### src/rtl/run_detect_arbiter.sv
// run_detect_arbiter
// Round-robin scheduler sharing one run-length pattern engine among N_REQ
// serial-bit requesters. The granted requester streams one frame of FRAME_LEN
// accepted bits. Every accepted bit that completes or extends a run of at
// least RUN_LEN equal bits is flagged on match and counted. At frame end the
// per-frame hit count is reported with done, then the grant rotates.

module run_detect_arbiter #(
   parameter int N_REQ     = 4,
   parameter int FRAME_LEN = 16,
   parameter int RUN_LEN   = 3
) (
   input  logic                           clk,
   input  logic                           rst_n,
   input  logic [N_REQ-1:0]               req,
   input  logic [N_REQ-1:0]               bit_in,
   input  logic [N_REQ-1:0]               bit_valid,
   output logic [N_REQ-1:0]               grant,
   output logic                           match,
   output logic                           done,
   output logic [$clog2(N_REQ)-1:0]       done_id,
   output logic [$clog2(FRAME_LEN+1)-1:0] hit_count,
   output logic                           aborted
);

   localparam int ID_W  = $clog2(N_REQ);
   localparam int CNT_W = $clog2(FRAME_LEN + 1);
   localparam int RUN_W = $clog2(RUN_LEN + 1);

   typedef enum logic [1:0] {
      ST_IDLE = 2'd0,
      ST_SCAN = 2'd1,
      ST_DONE = 2'd2
   } state_t;

   // Architectural state
   state_t            state_q;
   logic [ID_W-1:0]   rr_ptr_q;
   logic [ID_W-1:0]   gidx_q;
   logic [N_REQ-1:0]  grant_q;
   logic [CNT_W-1:0]  bit_cnt_q;
   logic [RUN_W-1:0]  run_q;
   logic              last_bit_q;
   logic [CNT_W-1:0]  hit_cnt_q;

   // Registered outputs
   logic              match_q;
   logic              done_q;
   logic [ID_W-1:0]   done_id_q;
   logic [CNT_W-1:0]  hit_count_q;
   logic              aborted_q;

   // Arbitration results
   logic              pick_found_d;
   logic [ID_W-1:0]   pick_idx_d;
   logic [N_REQ-1:0]  pick_onehot_d;

   // Granted-lane view and run engine next values
   logic              lane_bit_d;
   logic              lane_valid_d;
   logic              lane_req_d;
   logic              first_bit_d;
   logic              same_bit_d;
   logic [RUN_W-1:0]  run_d;
   logic              hit_d;
   logic [CNT_W-1:0]  hit_cnt_d;
   logic [CNT_W-1:0]  bit_cnt_d;
   logic              last_acc_d;
   logic [ID_W-1:0]   rr_next_d;

   // Round-robin pick: first requester at or after rr_ptr, wrapping upward.
   // Scanning from the farthest offset down lets the nearest one win.
   always_comb begin
      logic [ID_W-1:0] idx_v;
      idx_v         = '0;
      pick_found_d  = 1'b0;
      pick_idx_d    = '0;
      for (int i = N_REQ - 1; i >= 0; i--) begin
         idx_v        = ID_W'((int'(rr_ptr_q) + i) % N_REQ);
         pick_found_d = pick_found_d | req[idx_v];
         pick_idx_d   = req[idx_v] ? idx_v : pick_idx_d;
      end
      pick_onehot_d = N_REQ'(1) << pick_idx_d;
   end

   // Select the granted lane and compute the saturating run update.
   always_comb begin
      lane_bit_d   = bit_in[gidx_q];
      lane_valid_d = bit_valid[gidx_q];
      lane_req_d   = req[gidx_q];
      first_bit_d  = (bit_cnt_q == CNT_W'(0));
      same_bit_d   = (lane_bit_d == last_bit_q);
      if (first_bit_d) begin
         run_d = RUN_W'(1);
      end else if (same_bit_d) begin
         run_d = (run_q == RUN_W'(RUN_LEN)) ? run_q : (run_q + RUN_W'(1));
      end else begin
         run_d = RUN_W'(1);
      end
      hit_d      = (run_d == RUN_W'(RUN_LEN));
      hit_cnt_d  = hit_d ? (hit_cnt_q + CNT_W'(1)) : hit_cnt_q;
      bit_cnt_d  = bit_cnt_q + CNT_W'(1);
      last_acc_d = lane_valid_d && (bit_cnt_q == CNT_W'(FRAME_LEN - 1));
      rr_next_d  = (gidx_q == ID_W'(N_REQ - 1)) ? ID_W'(0) : (gidx_q + ID_W'(1));
   end

   // Scheduler FSM with run engine, counters and registered outputs.
   always_ff @(posedge clk or negedge rst_n) begin
      if (!rst_n) begin
         state_q     <= ST_IDLE;
         rr_ptr_q    <= '0;
         gidx_q      <= '0;
         grant_q     <= '0;
         bit_cnt_q   <= '0;
         run_q       <= '0;
         last_bit_q  <= 1'b0;
         hit_cnt_q   <= '0;
         match_q     <= 1'b0;
         done_q      <= 1'b0;
         done_id_q   <= '0;
         hit_count_q <= '0;
         aborted_q   <= 1'b0;
      end else begin
         case (state_q)
            ST_IDLE: begin
               match_q     <= 1'b0;
               done_q      <= 1'b0;
               done_id_q   <= '0;
               hit_count_q <= '0;
               aborted_q   <= 1'b0;
               if (pick_found_d) begin
                  grant_q    <= pick_onehot_d;
                  gidx_q     <= pick_idx_d;
                  bit_cnt_q  <= '0;
                  run_q      <= '0;
                  last_bit_q <= 1'b0;
                  hit_cnt_q  <= '0;
                  state_q    <= ST_SCAN;
               end else begin
                  grant_q <= '0;
                  state_q <= ST_IDLE;
               end
            end

            ST_SCAN: begin
               if (!lane_req_d && !last_acc_d) begin
                  // Requester gave up: any bit offered this cycle is dropped.
                  grant_q     <= '0;
                  match_q     <= 1'b0;
                  done_q      <= 1'b1;
                  done_id_q   <= gidx_q;
                  hit_count_q <= hit_cnt_q;
                  aborted_q   <= 1'b1;
                  state_q     <= ST_DONE;
               end else if (lane_valid_d) begin
                  run_q      <= run_d;
                  last_bit_q <= lane_bit_d;
                  hit_cnt_q  <= hit_cnt_d;
                  bit_cnt_q  <= bit_cnt_d;
                  match_q    <= hit_d;
                  if (last_acc_d) begin
                     grant_q     <= '0;
                     done_q      <= 1'b1;
                     done_id_q   <= gidx_q;
                     hit_count_q <= hit_cnt_d;
                     aborted_q   <= 1'b0;
                     state_q     <= ST_DONE;
                  end else begin
                     state_q <= ST_SCAN;
                  end
               end else begin
                  // Gap cycle: engine state holds, no flag.
                  match_q <= 1'b0;
                  state_q <= ST_SCAN;
               end
            end

            ST_DONE: begin
               grant_q     <= '0;
               match_q     <= 1'b0;
               done_q      <= 1'b0;
               done_id_q   <= '0;
               hit_count_q <= '0;
               aborted_q   <= 1'b0;
               rr_ptr_q    <= rr_next_d;
               state_q     <= ST_IDLE;
            end

            default: begin
               grant_q     <= '0;
               match_q     <= 1'b0;
               done_q      <= 1'b0;
               done_id_q   <= '0;
               hit_count_q <= '0;
               aborted_q   <= 1'b0;
               state_q     <= ST_IDLE;
            end
         endcase
      end
   end

   assign grant     = grant_q;
   assign match     = match_q;
   assign done      = done_q;
   assign done_id   = done_id_q;
   assign hit_count = hit_count_q;
   assign aborted   = aborted_q;

endmodule

### config.mk
export PLATFORM = sky130hd
export DESIGN_NAME = run_detect_arbiter
export DESIGN_NICKNAME = d
export VERILOG_FILES = /design/src/rtl/run_detect_arbiter.sv
export SDC_FILE = /design/constraint.sdc
export NUM_CORES = 1
export LEC_CHECK = 0
export BUFFER_PORTS_ARGS = -buffer_cell sky130_fd_sc_hd__buf_2
export CORE_MARGIN = 2
export CORE_UTILIZATION = 45
export CTS_BUF_LIST = sky130_fd_sc_hd__clkbuf_2 sky130_fd_sc_hd__clkbuf_4 sky130_fd_sc_hd__clkbuf_8
export DETAILED_ROUTE_END_ITERATION = 8
export MAX_ROUTING_LAYER = met4
export PLACE_DENSITY_LB_ADDON = 0.12
export SLEW_MARGIN = 15
export SYNTH_ARGS = -nofsm -noshare
export SYNTH_HDL_FRONTEND = slang
export SYNTH_SLANG_ARGS = --single-unit
### constraint.sdc
create_clock -name clk -period 2.3 [get_ports clk]
set_input_delay 0.345 -clock clk [delete_from_list [all_inputs] [get_ports clk]]
set_output_delay 0.345 -clock clk [all_outputs]
set_load 0.01 [all_outputs]
==> results of run 1 <==
[cells in the mapped netlist (3+ instances only)]
cell,number
a22o_1,8
a32oi_1,4
dfrtp_1,33
ha_1,5
inv_1,9
mux2_2,5
nand2_1,17
nand2b_1,5
nand3_1,12
nor2_1,11
nor2b_1,3
o211ai_1,3
o21ai_0,4
o22ai_1,3
o31ai_1,4
[per-layer routing]
layer,vias to the layer above,share of wire,global-route usage
met4,0,0.018,0.0918
met3,8,0.049,0.0350
met5,-,0,-
li1,689,-,-
met2,41,0.51,0.370
met1,710,0.42,0.250
[worst paths after layout]
check,slack (ps),end
max,160,hit_count[0]$_DFFE_PN0P_
min,110,bit_cnt_q[2]$_DFFE_PN0P_
max reg2reg,160,hit_count[0]$_DFFE_PN0P_
min reg2reg,480,bit_cnt_q[4]$_DFFE_PN0P_
max in group asynchronous,1720,rr_ptr_q[0]$_DFFE_PN0N_
min in group clk,480,bit_cnt_q[4]$_DFFE_PN0P_
[power groups by stage]
stage,logic [mW],clock network [mW],registers (mW)
floorplan,0.667,0,0.835
global placement,0.931,0,0.843
detailed placement,0.957,0,0.849
CTS,0.964,0.437,0.842
global route,1.07,0.470,0.860
finish,0.965,0.430,0.842
[per-stage QoR]
stage                     worst slack, ps  std cells  hold slack (ps)
after global placement                144        243              432
after floorplan                       338        167             49.4
after detailed placement             95.2        243              448
after CTS                            63.6        251              138
final                                 158        251              105
after global routing                 16.7        251              169
[final cells by class]
class                   count  area share
flip-flops and latches     33       0.393
repair buffers             34      0.0892
inverters                   9      0.0161
clock buffers               6      0.0363
clock inverters             2     0.00476
multi-input cells         119       0.432
well taps                  48      0.0286
[timing repair]
| item | in CTS | in global routing |
|---|---|---|
| hold buffers | 0 | 0 |
| setup endpoints to repair | 0 | 17 |
| resized for setup | 0 | 3 |
[cell usage in the layout (no fill, tap or decap), types with 3 or more instances in the layout]
cell | synthesis | final
nor2_1 | 11 | 9
o21ai_0 | 4 | 4
nand2b_1 | 5 | 5
nor2b_1 | 3 | 3
inv_1 | 9 | 9
dfrtp_1 | 33 | 33
buf_2 | 1 | 27
buf_4 | 1 | 7
nand2_1 | 17 | 17
o211ai_1 | 3 | 3
o31ai_1 | 4 | 4
nand3_1 | 12 | 12
ha_1 | 5 | 5
clkbuf_8 | 0 | 5
mux2_2 | 5 | 5
a32oi_1 | 4 | 4
a22o_1 | 8 | 8
[kinds of logic (layout without fill, tap and decap cells)]
group | count (synthesis) | in the layout | synth area share
simple gates | 58 | 58 | 0.160
compound gates | 42 | 42 | 0.192
flops | 33 | 33 | 0.459
buf+inv | 15 | 51 | 0.0424
mux | 10 | 10 | 0.0820
fa+ha+maj | 5 | 5 | 0.0347
xor+xnor | 4 | 4 | 0.0299
[registers in the layout (all words and copies together) (netlist names)]
register and count:
match 1, gidx_q 2, done 1, grant 4, state_q 2, run_q 2, hit_count 5, aborted 1
rr_ptr_q 2, hit_cnt_q 5, done_id 2, bit_cnt_q 5, last_bit_q 1
==> metrics.txt, run 1 <==
run status complete, no violations; Slowest cell on crit path mux4_2; DRC Markers 0; Antenna Nets Post-Route 0; first-pass GRT wire length 6.96 mm; WS Path Type reg -> reg; Setup Buffers After CTS 0; routability cong. 0.823; core area 3740 um2; Die X 67.3 um; clk_lat worst skew 290 ps; crit start category flip-flop; register area 826 um2; Pwr Density 1060 nW/um2; worst hold path class in -> async; Switching Share 0.396; pin count of the biggest net entering global routing 34; via/cell ratio 5.77; Sum Neg Setup Slack 0 ps; Final min period 2140 ps; RSZ-0062 raised after global routing false; Top FF cell, synth dfrtp_1; critical path data arrival time 2320 ps; max-slew violation count 0; FILL cells 357; Synth-to-Final Area Change 16.8%; Root Buffer clkbuf_8; HPWL Detailed 2.95 mm; total die area 4520 um2; worst stage delay on the critical path 630 ps; YS warnings 0; H-tree levels 2; Critical Path, Cell by Cell mux4_2, xnor2_4, o2111ai_4, xnor2_1, a22o_1; number of cells on the critical path 5; leak pwr 1.04 nW; TritonCTS buffer count 5; Internal Pwr Total 1.35 mW; num rows 22; WP data required 2480 ps; Avg WL per Cell 15.8 um; All-Layer GR Usage 0.216; Max Freq 467 MHz; DR vias 1,448; initial drt markers 89; leading area contributor after synthesis dfrtp_1; area of the multi-input gates 910 um2; initial core utilization 0.481; Least-Margin Pin Slew 714 ps; wirelength, routed 3.96 mm; Post-Synthesis Cells 167; Post-synth EDFFs 0; Synth Cell Area 1800 um2; clock share of power 0.192; # nets final 221; Pwr Total 2.24 mW; reg2reg start gidx_q[0]$_DFFE_PN0P_; CP startpoint gidx_q[0]$_DFFE_PN0P_; final hold vios 0; worst r2r path cells 5; Die Span Y 67.3 um; CTS Buffer Depth 2; layout cell share with drive strength beyond 1 0.291; Fin Clk Skew 8.83 ps; CP top delay family multiplexers; critical path capture point type flip-flop; Sequential Power Share 0.376; # setup viols final 0; max capacitance violation total 0; vias in the first global route 1,464; CTS tree built; Area after DPL 2010 um2; Worst-path clk slew 70 ps; fraction of registers with async set/reset 1.00; final instance area 2100 um2; clk sinks 33; Mapped Avg Cell Area 10.8 um2; io pins 28; drt first pass iters 5; Seq cells post-synth 33; Unique masters post-synth 46; port bufs 27; Gate power share 0.431; crit path max fanout 6; GRT overflow 0; slew margin rel. 0.524; Final period util 0.931; sequential area share after synthesis 0.459; ranking of synthesized cells by area dfrtp_1, a22o_1, nand2_1, ha_1, nand3_1; Inserted Diodes 0; final core occ 0.562; Net Count, Synth 186; Synth top area share 0.459; antenna violations before repair 0; Worst IR Drop VDD 0.548 mV; CP bufs+invs 0; sw power 886 uW
No activity file was read; power rests on OpenSTA's default activity.
==> run 2, diff against run 1 <==
--- a/config.mk
+++ b/config.mk
@@ -11,7 +11,7 @@
 export CTS_BUF_LIST = sky130_fd_sc_hd__clkbuf_2 sky130_fd_sc_hd__clkbuf_4 sky130_fd_sc_hd__clkbuf_8
 export DETAILED_ROUTE_END_ITERATION = 8
 export MAX_ROUTING_LAYER = met4
-export PLACE_DENSITY_LB_ADDON = 0.12
+export PLACE_DENSITY = 0.65
 export SLEW_MARGIN = 15
 export SYNTH_ARGS = -nofsm -noshare
 export SYNTH_HDL_FRONTEND = slang
==> run 2 against run 1 <==
Hold slack better by 6.9 ps. Critical path depth grew 3. Combinational power shrank 3.2%. Final area decreased by 0.77%. Highest routed layer unchanged. Count of clock-buffer cells in the layout rose by 1. Register-to-register slack got worse by 20 ps. Sequential share of layout area increased by 0.37 points. Via count down 2.7%. Die area stayed put.
==> metrics.txt, run 2 (synthesis gave the netlist of run 1 again) <==
RSZ-0062 raised after global routing false; CP dominant cell by count ha_1; layout cell share with drive strength beyond 1 0.284; routability cong. 0.765; PnR worst setup slack 141 ps; initial drt markers 47; num rows 22; All-Layer GR Usage 0.205; WP data required 2470 ps; most frequent cells in the layout dfrtp_1, buf_2, nand2_1; FILL cells 379; run status complete, no violations; DR vias 1,409; Setup Buffers After CTS 0; Slowest cell on crit path dfrtp_1; leading cell type in the layout, fill and taps excluded dfrtp_1; Pwr Density 1070 nW/um2; io pins 28; CP bufs+invs 1; Max Freq 463 MHz; CTS Buffer Depth 2; CTS tree built; reg2reg start bit_cnt_q[0]$_DFFE_PN0P_; Fin Clk Skew 8.14 ps; vias in the first global route 1,413; Inserted Diodes 0; CP top delay family compound AO/OA/AOI/OAI gates; max-slew violation count 0; # setup viols final 0; Root Buffer clkbuf_8; initial core utilization 0.481; clk_lat worst skew 290 ps; drt first pass iters 4; port bufs 27; Least-Margin Pin Slew 715 ps; DRC Markers 0; first-pass GRT wire length 6.62 mm; leak pwr 1.02 nW; critical path data arrival time 2330 ps; Worst IR Drop VDD 0.560 mV; worst hold path class in -> async; Worst-path clk slew 70 ps; wirelength, routed 3.90 mm; dpl cells 241; Antenna Nets Post-Route 0; # nets final 219; antenna violations before repair 0; WS Path Type reg -> reg; Die Span Y 67.3 um; total die area 4520 um2; Placement Setup Slack 84.9 ps; Final min period 2160 ps; non-filler instance count after layout 249; via/cell ratio 5.66; final hold vios 0; core area 3740 um2; crit path max fanout 11; worst stage delay on the critical path 420 ps; slew margin rel. 0.523; worst r2r path cells 8; pin count of the biggest net entering global routing 34; TritonCTS buffer count 5; worst reg2reg endpoint hit_cnt_q[0]$_DFFE_PN0P_; clk sinks 33; FF-to-FF setup slack 140 ps; max capacitance violation total 0; Avg WL per Cell 15.6 um; HPWL Detailed 2.90 mm; Critical Path, Cell by Cell ha_1, and3_1, ha_1, o211a_1, nor2_1, buf_4, a21o_1, mux2_2; Synth-to-Final Area Change 15.9%; Sum Neg Setup Slack 0 ps; critical path capture point type flip-flop; Die X 67.3 um; H-tree levels 2; Final period util 0.939; crit start category flip-flop; GRT overflow 0
## run 2: layer usage
layer | vias to the layer above | part of all wire | GRT usage
met5 | - | 0 | -
met4 | 0 | 0.0085 | 0.0663
met3 | 5 | 0.035 | 0.0500
met2 | 24 | 0.49 | 0.323
met1 | 693 | 0.46 | 0.261
li1 | 687 | - | -
## run 2: final cells by class
type,instances,area [um2],share of cell area
Clock inverter,1,7.51,0.00360
Tap cell,48,60.1,0.0288
Multi-Input combinational cell,119,902,0.432
Clock buffer,7,83.8,0.0402
Timing Repair Buffer,32,173,0.0827
Inverter,9,33.8,0.0162
Sequential cell,33,827,0.396
## run 2: how the worst max path moves through the flow
stage	start	endpoint	depth (start not counted)
5_1_grt	bit_cnt_q[0]$_DFFE_PN0P_	hit_count[0]$_DFFE_PN0P_	8
6_report	bit_cnt_q[0]$_DFFE_PN0P_	hit_cnt_q[0]$_DFFE_PN0P_	8
4_1_cts	bit_cnt_q[0]$_DFFE_PN0P_	done_id[1]$_DFFE_PN0P_	7
3_3_place_gp	gidx_q[0]$_DFFE_PN0P_	hit_cnt_q[0]$_DFFE_PN0P_	5
3_5_place_dp	bit_cnt_q[0]$_DFFE_PN0P_	done_id[0]$_DFFE_PN0P_	7
2_1_floorplan	gidx_q[0]$_DFFE_PN0P_	hit_cnt_q[0]$_DFFE_PN0P_	6
## run 2: report_power, final
group	total (mW)	switching (mW)	internal, mW	leakage, nW
combinational	0.934	0.537	0.397	0.532
clock	0.448	0.211	0.238	0.0453
sequential	0.848	0.139	0.709	0.443
total	2.23	0.887	1.34	1.02
## run 2: repair_timing
| item | 4_1_cts | 5_1_grt |
|---|---|---|
| gates resized for setup | 0 | 3 |
| hold buffers | 0 | 0 |
| endpoints found under the setup margin | 0 | 12 |
## run 2: through the flow
step            util  instance area (um2)  hold slack, ps  power (mW)
2_1_floorplan      -                 1800            49.4        1.50
3_3_place_gp   0.532                 1990             440        1.74
3_5_place_dp   0.532                 1990             451        1.78
4_1_cts        0.556                 2080             131        2.23
5_1_grt        0.557                 2090             160        2.39
6_report       0.557                 2090             112        2.23
